===== src/rtl/serial_sub_pkg.sv =====
// serial_sub_pkg: shared FSM encodings and default width for the serial subtractor
package serial_sub_pkg;
    localparam int SS_DEFAULT_N = 4;
    typedef enum logic [1:0] {
        IDLE = 2'd0,
        RUN  = 2'd1,
        DONE = 2'd2
    } ss_state_e;
endpackage


===== src/rtl/full_subtractor.sv =====
// full_subtractor: one-bit combinational subtractor cell
// Ports: a, b - operand bits; bin - borrow in; diff - difference bit; bout - borrow out
module full_subtractor (
    input  logic a,
    input  logic b,
    input  logic bin,
    output logic diff,
    output logic bout
);
    assign diff = a ^ b ^ bin;
    assign bout = (~a & b) | (~(a ^ b) & bin);
endmodule


===== src/rtl/serial_subtractor.sv =====
// serial_subtractor: bit-serial unsigned subtractor, one bit per clock, LSB first
// Ports: clk, rst_n (sync, active-low), start - begin request sampled in IDLE,
//        a, b - operands captured on the accepting edge, busy - RUN or DONE,
//        done - one-cycle result-valid pulse, diff - (a-b) mod 2^N, borrow - a < b
module serial_subtractor
    import serial_sub_pkg::*;
#(
    parameter int N = SS_DEFAULT_N
) (
    input  logic         clk,
    input  logic         rst_n,
    input  logic         start,
    input  logic [N-1:0] a,
    input  logic [N-1:0] b,
    output logic         busy,
    output logic         done,
    output logic [N-1:0] diff,
    output logic         borrow
);
    localparam int CW = $clog2(N + 1);
    ss_state_e state_q, state_d;
    logic [N-1:0] a_q, a_d, b_q, b_d, diff_q, diff_d;
    logic [CW-1:0] cnt_q, cnt_d;
    logic borrow_q, borrow_d, busy_q, busy_d, done_q, done_d;
    logic bit_diff, bit_bout, last;
    full_subtractor u_fs (
        .a   (a_q[0]),
        .b   (b_q[0]),
        .bin (borrow_q),
        .diff(bit_diff),
        .bout(bit_bout)
    );
    assign last = cnt_q == CW'(N - 1);
    always_comb begin
        state_d  = state_q;
        a_d      = a_q;
        b_d      = b_q;
        diff_d   = diff_q;
        cnt_d    = cnt_q;
        borrow_d = borrow_q;
        busy_d   = busy_q;
        done_d   = 1'b0;
        case (state_q)
            IDLE: if (start) begin
                state_d  = RUN;
                a_d      = a;
                b_d      = b;
                borrow_d = 1'b0;
                cnt_d    = '0;
                busy_d   = 1'b1;
            end
            RUN: begin
                // operands shift right so bit 0 always feeds the cell; result enters at the MSB
                a_d      = a_q >> 1;
                b_d      = b_q >> 1;
                diff_d   = {bit_diff, diff_q[N-1:1]};
                borrow_d = bit_bout;
                cnt_d    = cnt_q + CW'(1);
                state_d  = last ? DONE : RUN;
                done_d   = last;
            end
            DONE: begin
                state_d = IDLE;
                busy_d  = 1'b0;
            end
            default: begin
                state_d = IDLE;
                busy_d  = 1'b0;
            end
        endcase
    end
    always_ff @(posedge clk) begin
        if (!rst_n) begin
            state_q  <= IDLE;
            a_q      <= '0;
            b_q      <= '0;
            diff_q   <= '0;
            cnt_q    <= '0;
            borrow_q <= 1'b0;
            busy_q   <= 1'b0;
            done_q   <= 1'b0;
        end else begin
            state_q  <= state_d;
            a_q      <= a_d;
            b_q      <= b_d;
            diff_q   <= diff_d;
            cnt_q    <= cnt_d;
            borrow_q <= borrow_d;
            busy_q   <= busy_d;
            done_q   <= done_d;
        end
    end
    assign busy   = busy_q;
    assign done   = done_q;
    assign diff   = diff_q;
    assign borrow = borrow_q;
endmodule


===== config.mk =====
export PLATFORM = sky130hd
export DESIGN_NAME = serial_subtractor
export DESIGN_NICKNAME = d
export VERILOG_FILES = /design/src/rtl/serial_sub_pkg.sv /design/src/rtl/full_subtractor.sv /design/src/rtl/serial_subtractor.sv
export SDC_FILE = /design/constraint.sdc
export NUM_CORES = 1
export LEC_CHECK = 0
export CORE_MARGIN = 1.5
export CORE_UTILIZATION = 48
export DETAILED_ROUTE_END_ITERATION = 12
export HOLD_SLACK_MARGIN = 0.1
export PLACE_DENSITY_LB_ADDON = 0.12
export SYNTH_ARGS = -nofsm -noshare
export SYNTH_HDL_FRONTEND = slang
export SYNTH_SLANG_ARGS = --single-unit

===== constraint.sdc =====
create_clock -name clk -period 1.4 [get_ports clk]
set_clock_uncertainty 0.1 [all_clocks]
set_input_delay 0.42 -clock clk [delete_from_list [all_inputs] [get_ports clk]]
set_output_delay 0.42 -clock clk [all_outputs]
set_load 0.005 [all_outputs]

* Word-level counts from Yosys, hierarchy flattened
Cells that the tools add are included.
** Cells by class
- Add/sub/neg operators :: 1
- Reductions and logical operators :: 5
- Bitwise operators :: 8
- Shift operators :: 0
- Muxes and demuxes :: 13
- Multipliers :: 0
- Magnitude comparators :: 0
- Equality and inequality tests :: 3
- Div/mod/pow operators :: 0
** Operator list (number)
- case mux 4 bit (2 select lines) :: 2
- two-way mux 4 bit :: 2
- case mux 3 bit (2 select lines) :: 1
- AND reduction 2 bit :: 3
- two-way mux 2 bit :: 2
- case mux 1 bit (2 select lines) :: 2
- case mux 2 bit (2 select lines) :: 1
- adder 3 x 1 -> 3 bit (second input constant) :: 1
- == test 3 x 2 -> 1 bit (second input constant) :: 1
- two-way mux 3 bit :: 1
- NOT 1 bit :: 3
- bitwise AND 1 bit :: 2
- == test 2 x 1 -> 1 bit (second input constant) :: 1
- logical NOT 2 bit :: 1
- two-way mux 1 bit :: 2
- inequality test 2 bit (second input constant) :: 1
- nonzero test 2 bit :: 1
- bitwise XOR 1 bit :: 2
- OR 1 bit :: 1
** Storage, ports and cells
- Memory bits (writable) :: 0
- Bits in latches :: 0
- Memory bits (read-only) :: 0
- Memories :: 0
- Register bits :: 20

* Depth between registers and ports, before layout
Gate-level depths: netlist of the first run.
- Depth in word-level cells :: 5
- Mapped depth :: 5
- Gate-level depth less buffers :: 4

* Cells and area by module
From an unflattened synthesis of the first run, not the netlist that was laid out.
** Unflattened totals
- Cells, all modules :: 92
- Area total of the unflattened synthesis :: 864.6 um^2
** By module, submodules not included
- serial_subtractor :: instances 1, cells an instance 88, area each 833.3 um^2, seq. area each 400.4 um^2
- full_subtractor :: instances 1, cells an instance 4, area each 31.3 um^2, seq. area each 0.0 um^2

* Least setup slack after synthesis of the first run
OpenSTA, ideal clock, no wires.
- Kind :: input port to flip-flop
- Start :: input port rst_n
- End :: register a_q[1]
- Path slack :: 155 ps
- Arrival time :: 1043 ps
- Required time :: 1197 ps
- Stages :: 4
- Cells stage by stage :: buf_4 > nor2b_4 > o21ai_2 > a222oi_1
** RTL lines
- start, declared :: RTL line serial_subtractor.sv:11 : input logic rst_n,
- end signal, assigned :: RTL line serial_subtractor.sv:75 : a_q <= '0;
- end signal, assigned :: RTL line serial_subtractor.sv:84 : a_q <= a_d;
- end, declared :: RTL line serial_subtractor.sv:22 : logic [N-1:0] a_q, a_d, b_q, b_d, diff_q, diff_d;

* Final worst setup path of the first run
- Start :: register diff_q[1], in the netlist diff[1]
- End :: output port diff[1]
** RTL lines
- start, declared :: RTL line serial_subtractor.sv:22
- start signal, assigned :: RTL line serial_subtractor.sv:86 : diff_q <= diff_d;
- end, declared :: RTL line serial_subtractor.sv:17 : output logic [N-1:0] diff,
No word-level cell between the ends.

==> flow_metrics.py, run 1 <==
metrics = {
    "outcome": {
        "outcome": "completed",
    },
    "detailed_routing": {
        "firstDrtPassIters": 5,
        "post_drt_wl_per_cell_um": 12.0,
        "drtAntennaViolNets": 0,
        "drt_wl_total_mm": 1.82,
        "drt_iter0_drc": 22,
        "vias": 764,
        "via_per_inst": 5.03,
        "drc": 0,
    },
    "worst_setup_path": {
        "critPathTopFamily": "flip-flops",
        "worst_setup_path_start_kind": "flop",
        "cp_max_fo": 2,
        "slowest_delay_ns": 0.35,
        "worstPathCellList": "clkdlybuf4s15_1",
        "path_class": "flop to output port",
        "cp_slowest_cell": "dfxtp_2",
        "path_buf_inv": 1,
        "critPathCaptureType": "output port",
        "cp.arrival_ns": 0.85,
        "cp.required_ns": 0.88,
    },
    "clocking": {
        "cts-root-buf": "clkbuf_4",
        "clk_latency_ns": 0.30,
        "cts_tree": "yes",
        "cts_buffer_depth": 2,
        "cts_made_buffers": 3,
        "cts_sinks": 20,
        "path_clk_slew_ns": 0.13,
        "cts_max_level": 1,
    },
    "timing": {
        "setup_ws_ns": 0.0307,
        "worst_pin_slew_ns": 0.493,
        "timing.final.crit_share_pct": 97.8,
        "slew_viol_final": 0,
        "setup_violations": 0,
        "finalHoldViolCount": 0,
        "final.min_clock_period_ns": 1.37,
        "max_clock_freq_mhz": 730,
        "fin_tns_setup_ns": 0,
        "slew_headroom_pct": 67.0,
    },
    "synthesis": {
        "netlist_top_cells_area": "dfxtp_1 46%, nand2_1 9.0%, nor2b_1 5.7%",
        "netlist_instances": 99,
        "synth_common_cells": "21 x nand2_1, 20 x dfxtp_1, 9 x nor2_1",
        "avgSynthCellArea_um2": 8.88,
        "ys_seq_area_share_pct": 45.5,
        "ys_ff_latch": 20,
        "async_reset_ff_share_pct": 0,
        "synth_edf_count": 0,
        "ys.flop_type": "dfxtp_1",
        "syn_nets": 113,
        "synth_cell_type_count": 24,
        "yosys_warnings": 0,
        "synth_top_cell_area_share_pct": 45.5,
        "yosysTopAreaCell": "dfxtp_1",
        "synth_area_um2": 880,
        "synth_most_common_cell": "nand2_1",
    },
    "final_layout": {
        "layout.cells.non_filler": 152,
        "drive_above_1_share_pct": 27.6,
        "antenna_cells": 0,
        "final_area_um2": 1200,
        "syn2layout_area_growth_pct": 37.0,
        "layout.nets": 142,
    },
    "die": {
        "die_w_um": 45.8,
        "die_h_um": 45.8,
        "rows": 15,
        "core_area_um2": 1730,
        "die_area_um2": 2100,
        "initial_core_util_pct": 50.9,
        "ios": 18,
    },
    "place": {
        "io_buffers": 17,
        "placed_area_um2": 1110,
        "post-place-cells": 142,
        "place_congestion": 0.777,
        "hpwl_mm": 1.21,
        "place_ws_ns": -0.383,
    },
    "global_routing": {
        "grt_pass1_wl_mm": 2.81,
        "grt_pass1_vias": 637,
        "grtUsageTotal_pct": 18.7,
        "antenna_found_initial": 0,
        "grt_max_degree": 15,
        "overflow": 0,
    },
    "pwr": {
        "p_leak_nw": 0.505,
        "ir_drop_mv": 1.13,
        "pwr_density_cell_nw_per_um2": 1080,
        "power_mw": 1.30,
    },
    "job": {
        "maxCapViolations": 0,
    },
    "hold_path": {
        "min_path_type": "flop to flop",
    },
}
layout by cell type, fill, tap and decap left out, types with 2 or more instances in the layout:
| cell type | count |
|---|---|
| clkdlybuf4s15_1 | 3 |
| a222oi_1 | 4 |
| nand3_1 | 2 |
| dfxtp_2 | 8 |
| clkbuf_4 | 3 |
| o22ai_1 | 2 |
| buf_4 | 13 |
| a221oi_2 | 2 |
| nand3b_1 | 3 |
| clkdlybuf4s50_1 | 8 |
| a21boi_1 | 3 |
| clkbuf_2 | 4 |
| inv_1 | 2 |
| a21oi_1 | 2 |
| and3_1 | 2 |
| o21ai_1 | 4 |
| nor2b_1 | 8 |
| ha_1 | 2 |
| dfxtp_1 | 12 |
| dlygate4sd2_1 | 2 |
| nand2_1 | 21 |
| nor2_1 | 9 |
power breakdown:
part / internal (mW) / total (mW) / switching, mW
logic: 0.108 / 0.195 / 0.0867
registers: 0.607 / 0.631 / 0.0237
clock network: 0.289 / 0.480 / 0.191
worst paths after layout:
path / from / to / slack, ns / depth (start not counted)
setup reg to reg: borrow$_SDFFE_PN0P_ / diff[3]$_SDFFE_PN0N_ / 0.09 / 4
setup / recovery: diff[1]$_SDFFE_PN0N_ / diff[1] / 0.03 / 1
hold reg to reg: cnt_q[2]$_SDFFE_PN0P_ / cnt_q[2]$_SDFFE_PN0P_ / 0.36 / 2
hold / removal: cnt_q[2]$_SDFFE_PN0P_ / cnt_q[2]$_SDFFE_PN0P_ / 0.36 / 2
cells by family (layout without fill, tap and decap cells):
group | count (synthesis) | in the layout | share of synthesized area [%]
AO/OA/AOI/OAI | 19 | 19 | 17.5
AND/OR/NAND/NOR | 47 | 47 | 25.9
flip-flops | 20 | 20 | 45.5
buffers and inverters | 10 | 38 | 5.97
adder cells (fa/ha/maj) | 3 | 3 | 5.12
sequential cells by signal (all words and copies together), names as in the netlist:
register,flops
state_q,2
cnt_q,3
borrow,1
a_q,4
b_q,4
busy,1
done,1
diff,4
cell type report:
class,count,area (um^2)
inverter,3,11.3
multi-input combinational,69,434
clock inverter,1,30.0
tap,25,31.3
timing repair buffer,31,265
clock buffer,3,22.5
sequential,20,410
fill,154,522
what timing repair did:
action                     4_1_cts  5_1_grt
buffers inserted                 5        1
pin swaps                        1        0
hold endpoints to repair         0        0
hold buffers                     0        0
setup endpoints to repair       13       17
gates resized for setup         22        7
metrics by stage:
step                      hold WS, ns  util, %
after CTS                       0.366     70.3
after global placement          0.339     64.4
after global routing            0.383     69.8
final                           0.363     69.8
after detailed placement        0.348     64.4
after floorplan                 0.328        -
routing by layer:
layer / vias up / global-route usage [%] / wire [um]
li1: 393 / - / -
met1: 355 / 24.5 / 875
met2: 14 / 30.4 / 867
met3: 2 / 3.57 / 66
met4: 0 / 6.86 / 14
met5: - / 0 / 0
tightest hold or removal path, cell delays in order (launching register included):
cell     delay (ns)
dfxtp_1        0.34
nand2_1        0.05
o21ai_1        0.05
Power figures use the tool's default switching activity.
==> inputs of run 2 (changes only) <==
--- a/config.mk
+++ b/config.mk
@@ -5,7 +5,7 @@
 export SDC_FILE = /design/constraint.sdc
 export NUM_CORES = 1
 export LEC_CHECK = 0
-export CORE_MARGIN = 1.5
+export CORE_MARGIN = 2
 export CORE_UTILIZATION = 48
 export DETAILED_ROUTE_END_ITERATION = 12
 export HOLD_SLACK_MARGIN = 0.1
==> flow_metrics.py, run 2 (same netlist as run 1, synthesis figures left out) <==
metrics = {
    "outcome": {
        "outcome": "completed",
    },
    "die": {
        "core_area_um2": 1730,
        "die_h_um": 46.8,
        "die_w_um": 46.8,
        "ios": 18,
        "rows": 15,
        "die_area_um2": 2190,
        "initial_core_util_pct": 50.9,
    },
    "final_layout": {
        "layout.cells.non_filler": 152,
        "antenna_cells": 0,
        "syn2layout_area_growth_pct": 37.1,
        "drive_above_1_share_pct": 24.4,
        "layout.nets": 142,
        "layout_commonest_cell": "nand2_1",
        "final_cell_mix": "21 x nand2_1, 13 x dfxtp_1, 13 x buf_4, 9 x nor2_1",
    },
    "worst_setup_path": {
        "cp.arrival_ns": 0.83,
        "path_class": "flop to output port",
        "worst_setup_path_start_kind": "flop",
        "critPathTopFamily": "flip-flops",
        "cp_max_fo": 2,
        "path_buf_inv": 1,
        "cp_slowest_cell": "dfxtp_2",
        "worstPathCellList": "clkdlybuf4s15_1",
        "critPathCaptureType": "output port",
        "cp.required_ns": 0.88,
        "slowest_delay_ns": 0.35,
    },
    "clocking": {
        "cts-root-buf": "clkbuf_4",
        "cts_hold_buffers": 0,
        "cts_buffer_depth": 2,
        "cts_sinks": 20,
        "cts_tree": "yes",
        "path_clk_slew_ns": 0.11,
        "cts_made_buffers": 3,
        "clk_latency_ns": 0.29,
        "cts_max_level": 1,
    },
    "timing": {
        "slew_viol_final": 0,
        "hold_ws_ns": 0.358,
        "worst_pin_slew_ns": 0.440,
        "max_clock_freq_mhz": 738,
        "setup_violations": 0,
        "setup_ws_ns": 0.0457,
        "finalHoldViolCount": 0,
        "timing.final.crit_share_pct": 96.7,
        "slew_headroom_pct": 70.6,
        "final.min_clock_period_ns": 1.35,
        "grt_setup_unrepaired": "false",
    },
    "global_routing": {
        "grtUsageTotal_pct": 18.4,
        "grt_pass1_wl_mm": 2.84,
        "overflow": 0,
        "grt_pass1_vias": 668,
        "antenna_found_initial": 0,
        "grt_max_degree": 15,
    },
    "pwr": {
        "p_leak_nw": 0.506,
        "power_mw": 1.15,
        "ir_drop_mv": 0.805,
        "pwr_density_cell_nw_per_um2": 953,
    },
    "detailed_routing": {
        "via_per_inst": 5.12,
        "drc": 0,
        "drtAntennaViolNets": 0,
        "firstDrtPassIters": 4,
        "post_drt_wl_per_cell_um": 11.2,
        "drt_wl_total_mm": 1.70,
        "vias": 778,
        "drt_iter0_drc": 27,
    },
    "hold_path": {
        "min_path_type": "flop to flop",
    },
    "place": {
        "io_buffers": 17,
        "place_ws_ns": -0.343,
        "place_congestion": 0.787,
        "post-place-cells": 143,
        "hpwl_mm": 1.21,
    },
    "job": {
        "maxCapViolations": 0,
    },
}
[run 2: report_power, final]
group          total (mW)  switching, mW  internal (mW)
Combinational       0.190         0.0830          0.107
Clock               0.329          0.170          0.158
Sequential          0.631         0.0241          0.607
[run 2: metrics by stage]
| stage | setup TNS [ns] | utilization [%] | area (um^2) |
|---|---|---|---|
| detailed placement | -3.99 | 64.9 | 1120 |
| global route | 0 | 69.9 | 1210 |
| finish | 0 | 69.9 | 1210 |
| CTS | -0.0344 | 68.9 | 1190 |
| global placement | -3.57 | 64.9 | 1120 |
| floorplan | 0 | - | 880 |
[run 2: cell type report]
cell class / instances / area (um^2)
fill: 151 / 520
sequential: 20 / 409
inverter: 3 / 11.3
multi-input combinational: 69 / 434
timing repair buffer: 31 / 284
tap: 25 / 31.3
clock buffer: 4 / 36.3
[run 2: what timing repair did]
action | CTS | global route
setup endpoints to repair | 10 | 10
pin swaps | 0 | 3
resized for setup | 19 | 6
buffers inserted | 4 | 2
[run 2: path summary, 6_finish.rpt]
kind                                end  slack [ns]                   from  cells past startpoint
setup reg to reg   diff[3]$_SDFFE_PN0N_        0.07    borrow$_SDFFE_PN0P_                      4
setup / recovery                diff[0]        0.05   diff[0]$_SDFFE_PN0N_                      1
hold / removal    cnt_q[2]$_SDFFE_PN0P_        0.36  cnt_q[2]$_SDFFE_PN0P_                      2
hold reg to reg   cnt_q[2]$_SDFFE_PN0P_        0.36  cnt_q[2]$_SDFFE_PN0P_                      2
[run 2: layer usage]
layer  track usage [%]  wire (um)
met1              25.2        788
met2              27.4        815
met3              3.46         69
met4              10.0         27
met5                 0          0
